==> src/rtl/instr_fetch_sequencer.sv <==
// instr_fetch_sequencer: two-state fetch/exec controller that owns the PC, latches instructions
// from the I-cache, holds commit on data-memory stalls and resolves jump/branch targets.
module instr_fetch_sequencer #(
    parameter int PC_WIDTH = 32,
    parameter logic [PC_WIDTH-1:0] RESET_PC = '0
) (
    input  logic                CLK,
    input  logic                RESET,
    output logic [PC_WIDTH-1:0] IMEM_ADDRESS,
    output logic                IMEM_READ,
    input  logic [31:0]         IMEM_READDATA,
    input  logic                IMEM_BUSYWAIT,
    input  logic                DMEM_BUSYWAIT,
    output logic [31:0]         INSTRUCTION,
    output logic                INSTR_VALID,
    output logic                COMMIT,
    output logic [PC_WIDTH-1:0] PC,
    input  logic                JUMP_CONTROL,
    input  logic [1:0]          BRANCH_CONTROL,
    input  logic                ZERO,
    input  logic [7:0]          OFFSET,
    output logic [31:0]         INSTR_COUNT
);
    typedef enum logic {FETCH, EXEC} state_t;
    state_t state, state_nx;
    logic [PC_WIDTH-1:0] pc_q, next_pc, off_ext;
    logic [31:0] instr_q, count_q;
    logic taken, retire;
    always_comb begin
        taken = JUMP_CONTROL | (BRANCH_CONTROL == 2'b01 & ZERO) | (BRANCH_CONTROL == 2'b10 & !ZERO);
        off_ext = {{(PC_WIDTH-10){OFFSET[7]}}, OFFSET, 2'b00};
        next_pc = pc_q + PC_WIDTH'(4) + (taken ? off_ext : '0);
        retire = state == EXEC && !DMEM_BUSYWAIT;
        state_nx = state;
        if (state == FETCH && !IMEM_BUSYWAIT) state_nx = EXEC;
        else if (retire) state_nx = FETCH;
        // Handshake outputs are forced low while reset is held.
        IMEM_READ = state == FETCH && !RESET;
        INSTR_VALID = state == EXEC && !RESET;
        COMMIT = retire && !RESET;
    end
    always_ff @(posedge CLK) begin
        if (RESET) begin
            state <= FETCH;
            pc_q <= RESET_PC;
            instr_q <= '0;
            count_q <= '0;
        end else begin
            state <= state_nx;
            if (state == FETCH && !IMEM_BUSYWAIT) instr_q <= IMEM_READDATA;
            if (retire) begin
                pc_q <= next_pc;
                count_q <= count_q + 32'd1;
            end
        end
    end
    assign IMEM_ADDRESS = pc_q;
    assign PC = pc_q;
    assign INSTRUCTION = instr_q;
    assign INSTR_COUNT = count_q;
endmodule

==> config.mk <==
export PLATFORM = sky130hd
export DESIGN_NAME = instr_fetch_sequencer
export DESIGN_NICKNAME = d
export VERILOG_FILES = /design/src/rtl/instr_fetch_sequencer.sv
export SDC_FILE = /design/constraint.sdc
export NUM_CORES = 1
export LEC_CHECK = 0
export CAP_MARGIN = 20
export CELL_PAD_IN_SITES_DETAIL_PLACEMENT = 1
export CELL_PAD_IN_SITES_GLOBAL_PLACEMENT = 2
export CORE_MARGIN = 2
export CORE_UTILIZATION = 24
export CTS_CLUSTER_SIZE = 8
export DETAILED_ROUTE_END_ITERATION = 10
export PLACE_DENSITY_LB_ADDON = 0.1
export RECOVER_POWER = 50
export SLEW_MARGIN = 30
export SYNTH_ARGS = -nofsm -noshare
export SYNTH_HDL_FRONTEND = slang
export SYNTH_SLANG_ARGS = --single-unit
export TNS_END_PERCENT = 10
==> constraint.sdc <==
create_clock -name CLK -period 4.4 [get_ports CLK]
set_input_delay 1.32 -clock CLK [delete_from_list [all_inputs] [get_ports CLK]]
set_output_delay 1.32 -clock CLK [all_outputs]
set_load 0.05 [all_outputs]
Word-level counts from Yosys, hierarchy flattened. Index checks and enable logic that the tools add are counted.

Add/sub/neg operators: 3. Eq/ne operators: 2. Multiplexer cells: 3. Bitwise operators: 5. Reduce and logical (&&, ||, !) cells: 10.

Operators with widths (number): adder 32 x 1 -> 32 bit (second input constant) (1); adder 32 x 3 -> 32 bit (second input constant) (1); adder 32 bit (1); 2-to-1 mux 32 bit (1); logical AND 1 bit (5); logical NOT 1 bit (4); bitwise AND 1 bit (2); == test 2 x 1 -> 1 bit (second input constant) (1); == test 2 bit (second input constant) (1); 2-to-1 mux 1 bit (2); OR 1 bit (2); nonzero test 2 bit (1); inverter 1 bit (1).

Register bits: 97. Input bits: 48. Output and inout bits: 131. Logic and storage cells: 27.

Logic depth before layout (Yosys ltp).
Depth after elaboration: 6. Mapped depth: 15.

Worst setup path after synthesis. No wires, ideal clock.

Path kind: input -> register. From: input ZERO. To: register pc_q[23] (netlist: IMEM_ADDRESS[23]). Library setup time: 117 ps. Arrival: 4438 ps. Setup slack: -156 ps. Cell stages on the path: 13. Buffers on the path: 0. Cells stage by stage: nor2b_1 -> a221oi_2 -> nor2b_1 -> ha_1 -> ha_1 -> fa_1 -> a211o_1 -> a211o_1 -> a21o_1 -> o21bai_2 -> a211oi_1 -> or3_1 -> a32o_1.

Longest elaborated chain between the ends: 5. Elaborated cells between the ends (all ways): 7. Those cells by class: add/sub: 1; mux: 1; bitwise: 4; reduce/logical: 1.

Ends and longest elaborated chain: start, declared (RTL line 20) `input logic ZERO,`; bitwise AND 1 bit or logical NOT 1 bit (tied branches) (RTL line 30) `taken = JUMP_CONTROL | (BRANCH_CONTROL == 2'b01 & ZERO) | (BRANCH_CONTROL == 2'b10 & !ZERO);`; OR 1 bit or bitwise AND 1 bit (tied branches) (RTL line 30); OR 1 bit (*) (RTL line 30); 2-to-1 mux 32 bit (*) (RTL line 32) `next_pc = pc_q + PC_WIDTH'(4) + (taken ? off_ext : '0);`; adder 32 bit (*) (RTL line 32); end signal, assigned (RTL line 52) `pc_q <= next_pc;`; end, declared (RTL line 26) `logic [PC_WIDTH-1:0] pc_q, next_pc, off_ext;`.

Mark *: on every way between the ends. The rest lies on a longest branch, timed or not. A chain may end at the register's enable or synchronous reset.

Worst setup path in the final report.
From: input BRANCH_CONTROL[1]. To: register pc_q[23] (netlist: IMEM_ADDRESS[23]).

Longest elaborated chain between the ends: 6. Elaborated cells between the ends (all ways): 8. Those cells by class: add/sub: 1; eq/ne: 2; mux: 1; bitwise: 4.

Ends and longest elaborated chain: start, declared (RTL line 19) `input logic [1:0] BRANCH_CONTROL,`; == test 2 x 1 -> 1 bit (RTL line 30); bitwise AND 1 bit (RTL line 30); OR 1 bit (RTL line 30); OR 1 bit (*) (RTL line 30); 2-to-1 mux 32 bit (*) (RTL line 32); adder 32 bit (*) (RTL line 32).

Marks and branches as above.

==> out/results.tsv <==
metric	value	unit
met1_usage	20.60	%
insertedDiodeCount	0	
ys_seq_area_share	32.58	%
slowest_delay	0.35	ns
gp_congestion	0.7592	
core_area	24110	µm²
cp.buffers_inverters	2	
clkSlewWorstSetupHoldPaths	0.08	ns
wl_per_cell	16.89	µm
layout_common_cells	nand2_1, clkdlybuf4s50_1, buf_4	
drive_gt1_share	16.41	%
drv_slew	33	
track_usage	16.92	%
cts_sinks	95	
synth-edff-count	0	
min_period	4.265	ns
grt_overflow	0	
setup_viol	0	
power	2401	µW
ys_seq_elements	95	
met2_usage	29.67	%
syn_inst	733	
p_per_area	270.6	nW/µm²
clockBufferDepth	2	
worstMarginPinSlew	1.975	ns
ys_warn_count	0	
grt_pass1_wl	34360	µm
fin_skew	0.006940	ns
max-vdd-ir-drop	0.1432	mV
place_ws	-0.6019	ns
status	complete, but fails checks	
mostFrequentLayoutCell	nand2_1	
std_cell_rows	57	
hold_path_class	reg -> reg	
maxCapViolCount	1	
required	4.66	ns
slew-limit-headroom	-31.66	%
hold_buffers	0	
path_class	in -> reg	
remaining_drc_errors	0	
io_buffers	174	
grt_use_met3	4.545	%
cts-root-buf	clkbuf_16	
cpMostUsedCell	a211o_1	
numCtsBuffers	9	
die-area	25590	µm²
ioPinCount	179	
die_w	160.0	µm
path_cells	clkdlybuf4s15_2 -> nor2b_4 -> a221oi_2 -> buf_4 -> nor2b_1 -> ha_1 -> ha_2 -> fa_2 -> a211o_1 -> a211o_1 -> a21o_1 -> o21bai_2 -> a211oi_2 -> or3_1 -> a32o_1	
fin_nets	1049	
grt_pass1_vias	6279	
busiest_layer	met2	
async_flop_share	0	%
violations	capacitance limit, slew limit	
crit_arrival	4.53	ns
design_area	8870	µm²
detail-route-antenna-nets	0	
rsz0062_at_grt	yes	
drtIter0Drc	203	
fillerInstances	2941	
finalCritPeriodShare	96.93	%
fmax	234.5	MHz
endpoint_kind	flip-flop	
startpoint_type	primary input	
layout_setup_ws	0.1353	ns
ys.flop_type	dfxtp_1	
vias	5984	
worstSkewPairLatency	0.36	ns
critical-path-top-delay-family	compound AO/OA/AOI/OAI gates	
whs	0.4545	ns
slowest_stage	fa_2	
viasPerCell	4.650	
dpl.hpwl	16610	µm
antenna_found_initial	1	
die_h	160.0	µm
leakage	0.003932	µW
cts.htree.levels	3	
path_max_fanout	5	
grt_max_degree	37	
drtPass1Iterations	4	
hold_violations	0	
synth_cell_types	62	
placed_area	8349	µm²
routed_wl	21740	µm
cts_tree	yes	
syn_area	5838	µm²
avgSynthCellArea	7.965	µm²
syn_to_final_growth	51.93	%
start_util	24.22	%
path summary, 6_finish.rpt:
path / start / endpoint / slack, ns / cells after the start
max: BRANCH_CONTROL[1] / IMEM_ADDRESS[23] / 0.14 / 15
min: INSTRUCTION[14] / INSTRUCTION[14] / 0.45 / 2
max reg2reg: IMEM_ADDRESS[3] / IMEM_ADDRESS[23] / 1.42 / 10
min reg2reg: INSTRUCTION[14] / INSTRUCTION[14] / 0.45 / 2
Yosys cell counts (all sizes together) (2+ instances only):
master / number / share of area, %
nand2: 128 / 8.2
dfxtp: 95 / 33
a21oi: 78 / 6.7
nor2: 44 / 3.0
ha: 42 / 9.0
xor2: 42 / 6.3
buf: 41 / 4.9
clkbuf: 28 / 1.8
a21o: 24 / 3.1
o21ai: 24 / 2.1
nand3: 20 / 1.7
and2: 18 / 1.9
xnor2: 16 / 2.4
nor2b: 14 / 1.5
nand4: 11 / 1.3
or3: 11 / 1.2
a211oi: 9 / 1.2
inv: 9 / 0.58
and3: 8 / 0.86
a31oi: 7 / 0.75
nor3: 6 / 0.51
a22o: 5 / 0.75
nand3b: 4 / 0.51
o211ai: 4 / 0.51
or2: 4 / 0.43
a21boi: 3 / 0.39
a32o: 3 / 0.51
o21a: 3 / 0.39
o21bai: 3 / 0.45
a211o: 2 / 0.30
a221o: 2 / 0.34
and4: 2 / 0.30
nand2b: 2 / 0.21
o22ai: 2 / 0.21
or4: 2 / 0.32
registers in the layout (all words and copies together), names as in the netlist:
signal        count
INSTR_COUNT      32
IMEM_ADDRESS     30
state             1
INSTRUCTION      32
stage by stage:
step,utilization (%),setup TNS [ns],std cells
floorplan,-,-0.1569,736
global placement,34.64,-6.624,1259
detailed placement,34.64,-7.234,1259
CTS,36.09,0,1278
global route,36.80,-0.01328,1287
finish,36.80,0,1287
cell families (layout without fill, tap and decap cells):
group | after synthesis | count (layout) | synth area share [%]
AO/OA/AOI/OAI | 178 | 178 | 19.12
XOR/XNOR | 58 | 58 | 8.701
adder cells (fa/ha/maj) | 43 | 43 | 9.344
buffers and inverters | 78 | 305 | 7.265
flip-flops | 95 | 95 | 32.58
multiplexers | 2 | 2 | 0.3643
other | 1 | 4 | 0.06423
AND/OR/NAND/NOR | 278 | 278 | 22.57
repair_timing:
item / in CTS / in global routing
setup buffers: 3 / 8
pin swaps: 11 / 18
cloned: 0 / 1
resized for setup: 13 / 23
setup endpoints to repair: 12 / 11
worst reg2reg max path, stage by stage, from the launching register on:
cell and delay, ns:
dfxtp_1 0.43, ha_1 0.27, ha_2 0.19, fa_2 0.35
a211o_1 0.31, a211o_1 0.30, a21o_1 0.21, o21bai_2 0.20
a211oi_2 0.10, or3_1 0.32, a32o_1 0.22
final cells by class:
type,count,area (µm²),share of cell area [%]
multi-input combinational,563,3637,41.01
sequential,95,1902,21.44
inverter,9,33.78,0.3809
timing repair buffer,280,2575,29.03
tap,324,405.4,4.570
clock inverter,7,91.34,1.030
clock buffer,9,225.2,2.539
where the power goes:
part | switching [µW] | internal (µW) | total, µW
registers | 28.8 | 890 | 919
logic | 377 | 256 | 634
clock network | 437 | 411 | 848
metal layers:
| layer | wire length (µm) | up-vias |
|---|---|---|
| li1 | - | 2958 |
| met1 | 9720 | 2896 |
| met2 | 10670 | 109 |
| met3 | 1109 | 19 |
| met4 | 222 | 2 |
| met5 | 11 | - |
Power figures use the tool's default switching activity.
